<file path="config.mk">
export PLATFORM = sky130hd
export DESIGN_NAME = logic_operand_collector_flat
export DESIGN_NICKNAME = d
export VERILOG_FILES = /design/src/rtl/logic_operand_collector_if.sv /design/src/rtl/logic_operand_collector.sv /design/src/flat_wrapper.sv
export SDC_FILE = /design/constraint.sdc
export NUM_CORES = 1
export LEC_CHECK = 0
export BUFFER_PORTS_ARGS = -buffer_cell sky130_fd_sc_hd__buf_2
export CORE_MARGIN = 3
export CORE_UTILIZATION = 47
export CTS_CLUSTER_SIZE = 30
export DETAILED_ROUTE_END_ITERATION = 10
export GPL_TIMING_DRIVEN = 0
export PLACE_DENSITY = 0.73
export RECOVER_POWER = 50
export SLEW_MARGIN = 20
export SYNTH_ARGS = -nofsm -noshare
export SYNTH_HDL_FRONTEND = slang
export SYNTH_SLANG_ARGS = --single-unit
</file>
<file path="constraint.sdc">
create_clock -name clk -period 1.8 [get_ports clk]
set_clock_uncertainty 0.05 [all_clocks]
set_input_delay 0.36 -clock clk [delete_from_list [all_inputs] [get_ports clk]]
set_output_delay 0.36 -clock clk [all_outputs]
set_load 0.01 [all_outputs]
</file>
<file path="src/rtl/logic_operand_collector_if.sv">
// Operand collector bus: bit-serial source and gate mux handshakes.
// The master side drives requests and the slave side returns frame state.
interface logic_operand_collector_if;
    logic       start;
    logic [3:0] gate_sel;
    logic       bit_in;
    logic       bit_valid;
    logic       bit_last;
    logic       abort;
    logic       result_ack;
    logic [3:0] gate_type;
    logic       op1;
    logic       op2;
    logic       op3;
    logic       op4;
    logic [1:0] no_of_inp;
    logic       op_ack_in_pulse;
    logic       final_inp_ack;
    logic       busy;
    logic       ovf_err;
    logic       tmo_err;

    modport master (
        output start, gate_sel, bit_in, bit_valid,
        output bit_last, abort, result_ack,
        input  gate_type, op1, op2, op3, op4, no_of_inp,
        input  op_ack_in_pulse, final_inp_ack, busy,
        input  ovf_err, tmo_err
    );

    modport slave (
        input  start, gate_sel, bit_in, bit_valid,
        input  bit_last, abort, result_ack,
        output gate_type, op1, op2, op3, op4, no_of_inp,
        output op_ack_in_pulse, final_inp_ack, busy,
        output ovf_err, tmo_err
    );
endinterface

</file>
<file path="src/rtl/logic_operand_collector.sv">
// Serial operand front-end for the logic-gate mux.
// Optional inter-bit timeout is built when OPERAND_TIMEOUT_EN is defined.
module logic_operand_collector #(
    parameter int unsigned TMO_CYCLES = 12
) (
    input logic clk,
    input logic reset,
    logic_operand_collector_if.slave bus
);

    if (TMO_CYCLES < 1 || TMO_CYCLES > 15) begin : g_bad_tmo
        $error("TMO_CYCLES must be 1..15");
    end

    typedef enum logic [1:0] {
        IDLE    = 2'd0,
        COLLECT = 2'd1,
        HOLD    = 2'd2,
        ERR     = 2'd3
    } state_t;

    state_t     state;
    logic [2:0] idx;
    logic [3:0] gate_q;
    logic [3:0] ops;
    logic [1:0] nin;
    logic       pulse;
    logic       fin;
    logic       ovf;

`ifdef OPERAND_TIMEOUT_EN
    localparam logic [3:0] TMO_LAST = 4'(TMO_CYCLES - 1);
    logic [3:0] cnt;
    logic       tmo;
`endif

    always_ff @(posedge clk or posedge reset) begin
        if (reset) begin
            state  <= IDLE;
            idx    <= '0;
            gate_q <= '0;
            ops    <= '0;
            nin    <= '0;
            pulse  <= 1'b0;
            fin    <= 1'b0;
            ovf    <= 1'b0;
`ifdef OPERAND_TIMEOUT_EN
            cnt    <= '0;
            tmo    <= 1'b0;
`endif
        end else begin
            pulse <= 1'b0;
            unique case (state)
                IDLE: begin
                    if (!bus.abort && bus.start) begin
                        gate_q <= bus.gate_sel;
                        ops    <= '0;
                        idx    <= '0;
`ifdef OPERAND_TIMEOUT_EN
                        cnt    <= '0;
`endif
                        state  <= COLLECT;
                    end
                end
                COLLECT: begin
                    if (bus.abort) begin
                        fin   <= 1'b0;
                        state <= IDLE;
                    end else if (bus.bit_valid) begin
                        // a fifth bit is dropped without a pulse
                        if (idx[2]) begin
                            ovf   <= 1'b1;
                            state <= ERR;
                        end else begin
                            ops[idx[1:0]] <= bus.bit_in;
                            idx   <= idx + 3'd1;
                            pulse <= 1'b1;
`ifdef OPERAND_TIMEOUT_EN
                            cnt   <= '0;
`endif
                            if (bus.bit_last) begin
                                nin   <= idx[1:0];
                                fin   <= 1'b1;
                                state <= HOLD;
                            end
                        end
                    end
`ifdef OPERAND_TIMEOUT_EN
                    else if (cnt == TMO_LAST) begin
                        tmo   <= 1'b1;
                        state <= ERR;
                    end else if (cnt != 4'hf) begin
                        cnt <= cnt + 4'd1;
                    end
`endif
                end
                HOLD: begin
                    if (bus.abort || bus.result_ack) begin
                        fin   <= 1'b0;
                        state <= IDLE;
                    end
                end
                ERR: begin
                    if (bus.abort) begin
                        ovf   <= 1'b0;
`ifdef OPERAND_TIMEOUT_EN
                        tmo   <= 1'b0;
`endif
                        state <= IDLE;
                    end
                end
            endcase
        end
    end

    assign bus.gate_type       = gate_q;
    assign bus.op1             = ops[0];
    assign bus.op2             = ops[1];
    assign bus.op3             = ops[2];
    assign bus.op4             = ops[3];
    assign bus.no_of_inp       = nin;
    assign bus.op_ack_in_pulse = pulse;
    assign bus.final_inp_ack   = fin;
    assign bus.busy            = (state != IDLE);
    assign bus.ovf_err         = ovf;
`ifdef OPERAND_TIMEOUT_EN
    assign bus.tmo_err         = tmo;
`else
    assign bus.tmo_err         = 1'b0;
`endif

endmodule

</file>
<file path="src/flat_wrapper.sv">
// flat-port wrapper written by rule: the top's interface ports become plain ports
module logic_operand_collector_flat 
#(
    parameter int unsigned TMO_CYCLES = 12
)
  (clk, reset, bus_start, bus_gate_sel, bus_bit_in, bus_bit_valid, bus_bit_last, bus_abort, bus_result_ack, bus_gate_type, bus_op1, bus_op2, bus_op3, bus_op4, bus_no_of_inp, bus_op_ack_in_pulse, bus_final_inp_ack, bus_busy, bus_ovf_err, bus_tmo_err);
  logic_operand_collector_if bus_i ();
  input logic clk;
  input logic reset;
  input wire logic [$bits(bus_i.start)-1:0] bus_start;
  input wire logic [$bits(bus_i.gate_sel)-1:0] bus_gate_sel;
  input wire logic [$bits(bus_i.bit_in)-1:0] bus_bit_in;
  input wire logic [$bits(bus_i.bit_valid)-1:0] bus_bit_valid;
  input wire logic [$bits(bus_i.bit_last)-1:0] bus_bit_last;
  input wire logic [$bits(bus_i.abort)-1:0] bus_abort;
  input wire logic [$bits(bus_i.result_ack)-1:0] bus_result_ack;
  output wire logic [$bits(bus_i.gate_type)-1:0] bus_gate_type;
  output wire logic [$bits(bus_i.op1)-1:0] bus_op1;
  output wire logic [$bits(bus_i.op2)-1:0] bus_op2;
  output wire logic [$bits(bus_i.op3)-1:0] bus_op3;
  output wire logic [$bits(bus_i.op4)-1:0] bus_op4;
  output wire logic [$bits(bus_i.no_of_inp)-1:0] bus_no_of_inp;
  output wire logic [$bits(bus_i.op_ack_in_pulse)-1:0] bus_op_ack_in_pulse;
  output wire logic [$bits(bus_i.final_inp_ack)-1:0] bus_final_inp_ack;
  output wire logic [$bits(bus_i.busy)-1:0] bus_busy;
  output wire logic [$bits(bus_i.ovf_err)-1:0] bus_ovf_err;
  output wire logic [$bits(bus_i.tmo_err)-1:0] bus_tmo_err;
  assign bus_i.start = bus_start;
  assign bus_i.gate_sel = bus_gate_sel;
  assign bus_i.bit_in = bus_bit_in;
  assign bus_i.bit_valid = bus_bit_valid;
  assign bus_i.bit_last = bus_bit_last;
  assign bus_i.abort = bus_abort;
  assign bus_i.result_ack = bus_result_ack;
  assign bus_gate_type = bus_i.gate_type;
  assign bus_op1 = bus_i.op1;
  assign bus_op2 = bus_i.op2;
  assign bus_op3 = bus_i.op3;
  assign bus_op4 = bus_i.op4;
  assign bus_no_of_inp = bus_i.no_of_inp;
  assign bus_op_ack_in_pulse = bus_i.op_ack_in_pulse;
  assign bus_final_inp_ack = bus_i.final_inp_ack;
  assign bus_busy = bus_i.busy;
  assign bus_ovf_err = bus_i.ovf_err;
  assign bus_tmo_err = bus_i.tmo_err;
  logic_operand_collector #(.TMO_CYCLES(TMO_CYCLES)) u_core (.clk(clk), .reset(reset), .bus(bus_i));
endmodule
</file>
* Yosys cells after proc, flatten, opt, wreduce, memory -nomap -nowiden
Cells that the tools add are included.
Storage, ports and cells: register bits 18, input bits 12, output and inout port bits 15
Cells by class: $lt $le $gt $ge 2, multiplexer cells 36, reduce and logical (&&, ||, !) cells 16, eq/ne operators 14, add/subtract/negate cells 1, bitwise operators 2
Operators with widths (count):
- 5-bit AND reduction | 5
- 4-bit 2-to-1 mux | 4
- 1-bit 2-to-1 mux | 14
- 2-bit 2-to-1 mux | 7
- 3-bit 2-to-1 mux | 4
- 3-bit != test (second input constant) | 3
- 2-bit != test (second input constant) | 4
- 2-bit case mux with 4 select lines | 1
- 4-bit case mux with 2 select lines | 1
- 2-bit nonzero test | 4
- 2-bit by 1-bit != test with 1-bit output (second input constant) | 3
- 3-bit case mux with 2 select lines | 1
- 4-bit bitwise mux | 1
- 2-bit equality test (second input constant) | 2
- 4-bit by 3-bit != test with 1-bit output (second input constant) | 1
- 1-bit case mux with 2 select lines | 2
- 4-bit AND reduction | 1
- 3-bit by 1-bit adder with 3-bit output (second input constant) | 1
- 2-bit by 3-bit less-than comparator with 1-bit output (second input constant) | 1
- 1-bit demux with 2-bit select | 1
- 2-bit by 1-bit equality test with 1-bit output (second input constant) | 1
- 2-bit by 1-bit >= comparator with 1-bit output (second input constant) | 1
- 1-bit logical AND | 2
- 2-bit zero test | 1
- 4 further kinds | 5

* Longest topological paths before layout
Gate-level depths: netlist of run 1.
word-level depth 9, mapped depth 7, depth with buffers taken out 6

* Worst setup path before layout of run 1
Ideal clock, no wire load.
path kind register to register, start point reg u_core.state[0], end point reg u_core.ops[0], stages on the path, launching flop included 8, required time 1.629 ns, library setup time 0.121 ns, arrival 1.592 ns, setup slack 0.037 ns, clock period less this slack 1.763 ns, path through dfrtp_1 > inv_1 > ha_1 > buf_2 > mux2_1 > nand3_1 > nor2_1 > a22o_1
On the way: longest elaborated chain between the ends 3
Ends and longest elaborated chain:
- from (decl) | RTL line logic_operand_collector.sv:22 | state_t state;
- from (signal assigned) | RTL line logic_operand_collector.sv:39 | state <= IDLE;
- from (signal assigned) | RTL line logic_operand_collector.sv:62 | state <= COLLECT;
- from (signal assigned) | RTL line logic_operand_collector.sv:68 | state <= IDLE;
- 2-bit by 1-bit equality test with 1-bit output / 2-bit zero test (equally long branches) | RTL line logic_operand_collector.sv:53 | unique case (state)
- 2-bit != test (no line), or another cell as far along
- 5-bit AND reduction (no line)
- to (signal, indexed assignment) | RTL line logic_operand_collector.sv:75 | ops[idx[1:0]] <= bus.bit_in;
- to (decl) | RTL line logic_operand_collector.sv:25 | logic [3:0] ops;
Parallel ways exist; a longest one is shown, timed or not. A chain may end at the register's enable or synchronous reset.

* Final worst setup path of run 1
start point reg u_core.state[1], end point reg u_core.state[0]
On the way: longest elaborated chain between the ends 3
Ends and longest elaborated chain (RTL line):
- 2-bit by 1-bit equality test with 1-bit output, or another cell as far along | logic_operand_collector.sv:53
- 4-bit by 3-bit != test with 1-bit output (no line), or another cell as far along
- 5-bit AND reduction (no line)
Parallel ways exist; a longest one is shown, timed or not.

==> out/metrics.csv, run 1 <==
metric;value;unit
syn_nets;132;
Die Wd;54.1;um
CP Data Required Time;1.94;ns
capturing element type of the critical path;flop;
P_leak;0.694;nW
CTS Buf Count;3;
synthesis-to-layout area growth;25.8;%
Antenna Cells;0;
CTS clk-pin slew, worst paths;0.11;ns
Port Buf Inserts;25;
maxcap violations;0;
crit start category;flop;
PD cells;1520;nW/um^2
synth unique cells;30;
die height;54.1;um
Final Hold Viols;0;
GP Congestion;0.783;
Fmax;566;MHz
dpl cells;162;
Wirelength per Cell;14.7;um
grt total ovfl;0;
FF-to-FF Start;u_core.state[1]$_DFFE_PP0P_;
critical path cell sequence;inv_2, ha_1, buf_6, or3b_1, and4b_4, o311a_1;
share of layout cells above drive strength 1;36.1;%
initial antenna violation count;0;
slew margin rel.;53.6;%
placed wire-length estimate;1.73;mm
Synth warnings;0;
Peak VDD IR;0.925;mV
post-route insts no fill;174;
outcome;finished clean;
CTS tree;yes;
design area;1370;um^2
starting density of the core;52.2;%
DR vias;954;
Core Region;2080;um^2
drt total wl;2.55;mm
Final Util;65.7;%
Final Critical Period;1.77;ns
Post-Syn Area;1090;um^2
vias in the first global route;899;
Crit Path Class;reg2reg;
Via density;5.48;
largest net degree at the start of global routing;19;
critical path's slowest cell;dfrtp_1;
CTS Root Cell;clkbuf_4;
DR pass1 iterations;4;
CTS sink cnt;18;
clk buf depth;2;
CP top delay family;simple AND/OR/NAND/NOR gates;
remaining antenna violation count;0;
Crit Path Max Fanout;7;
DRC;0;
global-route wire length before repair;4.01;mm
Final Cycle Share;98.2;%
initial DRC count;29;
sequential share of the synthesized area;41.4;%
Hold-fix buffers, CTS;0;
GRT Resource Usage Total;19.2;%
Filler cells;193;
CP peak stage delay;0.41;ns
worst hold path type;in2async;
arrival time at the worst endpoint;1.91;ns
RSZ-0062 raised after global routing;yes;
Critical path origin;u_core.state[1]$_DFFE_PP0P_;
Core Rows;16;
Post-Place Cell Area;1250;um^2
Buffers & Inverters on Critical Path;2;
H-tree Lvls;1;
register bit total from synthesis;18;
Mean Syn Cell Area;9.88;um^2
Final setup viols;0;
Worst-Skew Late Latency;0.30;ns
die area;2930;um^2
io pins;27;
nets;170;
final slew viol count;0;
Synth Instances;110;
Tightest Pin Transition;0.696;ns
[report_power, final]
part	leakage [nW]	switching [mW]	internal (mW)
registers	0.226	0.0970	0.548
logic	0.447	0.605	0.566
clock network	0.0210	0.138	0.123
[kinds of logic (layout without fill, tap and decap cells)]
logic type      after synthesis  in the layout  synth area share [%]
compound gates               25             25                  16.0
fa+ha+maj                    10             10                  11.5
buf+inv                      14             51                  5.87
flops                        18             18                  41.4
mux                           8              8                  8.17
other cells                   1              1                 0.345
simple gates                 34             34                  16.7
[per-stage QoR]
step / setup TNS [ns] / setup slack (ns) / hold slack [ns] / power (mW)
after global placement: -0.302 / -0.0830 / 0.430 / 1.58
after floorplan: 0 / 0.0367 / 0.249 / 1.33
after global routing: -0.0576 / -0.0326 / 0.150 / 2.25
after CTS: 0 / 0.00541 / 0.123 / 1.96
final: 0 / 0.0332 / 0.0949 / 2.08
after detailed placement: -0.547 / -0.143 / 0.438 / 1.61
[cells in the final DEF (no fill, tap or decap), drive strengths merged, types with 2 or more instances in the layout]
cell    count
nand3b      2
a22o        3
clkbuf      9
ha         10
buf        33
a31oi       2
a21oi       4
nor3        2
inv         9
nand2      12
mux2        7
dfrtp      18
a21o        6
nand3       4
o21ai       6
nor2        5
nand2b      5
[Yosys cell counts]
cell | n | area [um^2]
nand4_2 | 1 | 12.5
nand2_1 | 12 | 45.0
nor2_1 | 5 | 18.8
a21oi_1 | 4 | 20.0
nand3_1 | 4 | 20.0
conb_1 | 1 | 3.75
dfrtp_1 | 18 | 450
o311ai_1 | 1 | 8.76
o31ai_1 | 1 | 7.51
o21ai_1 | 3 | 15.0
a22o_1 | 3 | 26.3
o2111a_1 | 1 | 11.3
mux2i_1 | 1 | 10.0
nand3b_1 | 2 | 15.0
mux2_1 | 1 | 11.3
nand2b_1 | 5 | 31.3
ha_1 | 10 | 125
o311a_1 | 1 | 10.0
a31oi_1 | 2 | 12.5
mux2_2 | 6 | 67.6
inv_1 | 9 | 33.8
a21o_2 | 2 | 17.5
nor3_1 | 2 | 10.0
a21o_1 | 4 | 30.0
and4b_4 | 1 | 13.8
buf_4 | 2 | 15.0
or3b_1 | 1 | 8.76
o21ai_0 | 3 | 15.0
buf_2 | 3 | 15.0
and2_1 | 1 | 6.26
[timing repair]
action	4_1_cts	5_1_grt
gates resized for setup	8	4
setup buffers	2	6
gates cloned	0	0
setup endpoints to repair	9	7
[flip-flops by register name (all words and copies together) (netlist names)]
name	flops
u_core.bus.gate_type	4
u_core.ops	4
u_core.idx	3
u_core.bus.no_of_inp	2
u_core.state	2
u_core.bus.final_inp_ack	1
u_core.bus.op_ack_in_pulse	1
u_core.bus.ovf_err	1
[worst register-to-register path, stage by stage (launching register included)]
cell and delay, ns:
dfrtp_1 0.41, inv_2 0.09, ha_1 0.16, buf_6 0.12
or3b_1 0.34, and4b_4 0.22, o311a_1 0.28
[routing by layer]
layer / global-route usage (%) / wire length [um]
met1: 24.1 / 1130
met2: 33.3 / 1160
met3: 3.32 / 207
met4: 6.22 / 58
met5: 0 / 0
[path summary, 6_finish.rpt]
path,end,cells after the start,slack (ns)
setup reg to reg,u_core.state[0]$_DFFE_PP0P_,6,0.03
min in group clk,u_core.bus.gate_type[1]$_DFFE_PP0P_,2,0.23
hold reg to reg,u_core.ops[3]$_DFFE_PP0P_,1,0.47
hold / removal,u_core.bus.gate_type[2]$_DFFE_PP0P_,2,0.09
max in group asynchronous,u_core.state[0]$_DFFE_PP0P_,2,1.12
setup / recovery,u_core.state[0]$_DFFE_PP0P_,6,0.03
[area by class of cell]
class                           count  area (um^2)  area share [%]
Inverter                            9         33.8            2.47
Timing Repair Buffer               33          179            13.1
Multi-Input combinational cell     78          591            43.2
Sequential cell                    18          452            33.0
Buffer                              5         42.5            3.11
Clock buffer                        4         36.3            2.65
Tap cell                           27         33.8            2.47
Power figures use the tool's default switching activity.
==> inputs of run 2 (changes only) <==
--- a/config.mk
+++ b/config.mk
@@ -6,12 +6,13 @@
 export NUM_CORES = 1
 export LEC_CHECK = 0
 export BUFFER_PORTS_ARGS = -buffer_cell sky130_fd_sc_hd__buf_2
+export CELL_PAD_IN_SITES_DETAIL_PLACEMENT = 0
+export CELL_PAD_IN_SITES_GLOBAL_PLACEMENT = 1
 export CORE_MARGIN = 3
-export CORE_UTILIZATION = 47
-export CTS_CLUSTER_SIZE = 30
+export CORE_UTILIZATION = 35
 export DETAILED_ROUTE_END_ITERATION = 10
 export GPL_TIMING_DRIVEN = 0
-export PLACE_DENSITY = 0.73
+export PLACE_DENSITY = 0.71
 export RECOVER_POWER = 50
 export SLEW_MARGIN = 20
 export SYNTH_ARGS = -nofsm -noshare
==> run 2 against run 1 <==
Worst hold slack better by 0.0044 ns. Die area is 30% higher. First-iteration DRC count rose by 10%. Count of clock-buffer cells in the layout did not move. Final cell count up 1.1%. Clock power down 2%. Largest cell class unchanged.
==> out/metrics.csv, run 2 (synthesis gave the netlist of run 1 again) <==
metric;value;unit;change
outcome;finished clean;;
H-tree Lvls;1;;unchanged
CTS clk-pin slew, worst paths;0.11;ns;about the same
cell count of the worst reg-to-reg path;6;;unchanged
DRC;0;;unchanged
capturing element type of the critical path;flop;;
critical path cell sequence;inv_2, ha_1, buf_6, or3b_1, and4b_4, o311a_1;;
Crit Path Class;reg2reg;;
starting density of the core;38.1;%;-14 points
Final Util;47.6;%;-18 points
initial DRC count;32;;+10%
pre-CTS setup slack;-0.139;ns;+0.00346 ns
hold_ws;0.0992;ns;+0.00436 ns
clk buf depth;2;;unchanged
share of layout cells above drive strength 1;35.2;%;-0.88 points
placed wire-length estimate;1.73;mm;about the same
RSZ-0062 raised after global routing;yes;;
worst hold path type;in2async;;
vias in the first global route;845;;-6.0%
Final setup viols;0;;unchanged
Final Critical Period;1.75;ns;-0.0150 ns
CTS sink cnt;18;;unchanged
io pins;27;;unchanged
drt total wl;2.35;mm;-7.9%
total power;2.02;mW;-2.7%
CTS tree;yes;;
final slew viol count;0;;unchanged
die area;3810;um^2;+30%
Via density;5.07;;-7.5%
CTS Buf Count;3;;unchanged
remaining antenna violation count;0;;unchanged
arrival time at the worst endpoint;1.88;ns;-0.03 ns
global-route wire length before repair;3.76;mm;-6.2%
most frequent cells in the layout;21 x buf_2, 17 x dfrtp_1, 12 x nand2_1;;
total negative setup slack;0;ns;unchanged
initial antenna violation count;0;;unchanged
DR vias;893;;-6.4%
DR pass1 iterations;4;;unchanged
critical path's slowest cell;dfrtp_1;;
CP Data Required Time;1.93;ns;about the same
Final Hold Viols;0;;unchanged
Worst-Skew Late Latency;0.30;ns;about the same
crit start category;flop;;
synthesis-to-layout area growth;24.9;%;
Hold-fix buffers, CTS;0;;unchanged
maxcap violations;0;;unchanged
Die Wd;61.7;um;+14%
Core Region;2850;um^2;+37%
setup ws final;0.0482;ns;+0.0150 ns
slew margin rel.;53.4;%;-0.15 points
Wirelength per Cell;13.4;um;-9.0%
Port Buf Inserts;25;;unchanged
Final Cycle Share;97.3;%;-0.83 points
Crit Path Max Fanout;4;;-3
nets;168;;-1.2%
PD cells;1490;nW/um^2;-2.0%
Tightest Pin Transition;0.698;ns;+0.00232 ns
GP Congestion;0.778;;-0.61%
largest net degree at the start of global routing;19;;unchanged
GRT Resource Usage Total;13.1;%;-6.1 points
P_leak;0.686;nW;-1.2%
Antenna Cells;0;;unchanged
grt total ovfl;0;;unchanged
die height;61.7;um;+14%
Fmax;571;MHz;+0.86%
CP peak stage delay;0.41;ns;about the same
Core Rows;19;;+3
Peak VDD IR;0.707;mV;-24%
most common cell after layout, fill and taps aside;buf_2;;
CTS Root Cell;clkbuf_4;;
==> run 2: metrics by stage <==
step           area (um^2)  instances
2_1_floorplan         1090        110
3_3_place_gp          1250        166
3_5_place_dp          1250        166
4_1_cts               1360        176
5_1_grt               1360        176
6_report              1360        176
==> run 2: routing by layer <==
metal  share of wire [%]  track usage (%)
met5                   0                0
met2                  46             21.1
met1                  48             18.0
met4                0.55             1.82
met3                 5.5             3.72
==> run 2: final timing paths <==
check,startpoint,endpoint,slack (ns)
setup / recovery,u_core.state[1]$_DFFE_PP0P_,u_core.state[0]$_DFFE_PP0P_,0.05
hold / removal,reset,u_core.idx[1]$_DFFE_PP0P_,0.1
setup reg to reg,u_core.state[1]$_DFFE_PP0P_,u_core.state[0]$_DFFE_PP0P_,0.05
hold reg to reg,u_core.ops[3]$_DFFE_PP0P_,u_core.ops[3]$_DFFE_PP0P_,0.46
max in group asynchronous,reset,u_core.state[0]$_DFFE_PP0P_,1.11
min in group clk,bus_gate_sel[0],u_core.bus.gate_type[0]$_DFFE_PP0P_,0.24
==> run 2: final cells by class <==
| class | count | area, um^2 |
|---|---|---|
| Clock buffer | 4 | 36.3 |
| Sequential cell | 18 | 452 |
| Tap cell | 31 | 38.8 |
| Buffer | 5 | 42.5 |
| Multi-Input combinational cell | 78 | 591 |
| Inverter | 9 | 33.8 |
| Fill cell | 294 | 1500 |
| Timing Repair Buffer | 31 | 164 |
==> run 2: critical path: cells and delay by family (launching register included) <==
family,cells,cell delay [ns]
fa+ha+maj,1,0.15
simple gates,2,0.54
flops,1,0.41
compound gates,1,0.29
buf+inv,2,0.19
==> run 2: report_power, final <==
part / internal [mW] / switching [mW] / leakage, nW
Clock: 0.123 / 0.133 / 0.0210
Sequential: 0.548 / 0.0966 / 0.226
Combinational: 0.545 / 0.576 / 0.439
==> run 2: repair_timing <==
item / CTS / global route
buffers inserted: 6 / 0
setup endpoints to repair: 9 / 6
resized for setup: 8 / 4
endpoints found under the hold margin: 0 / 0
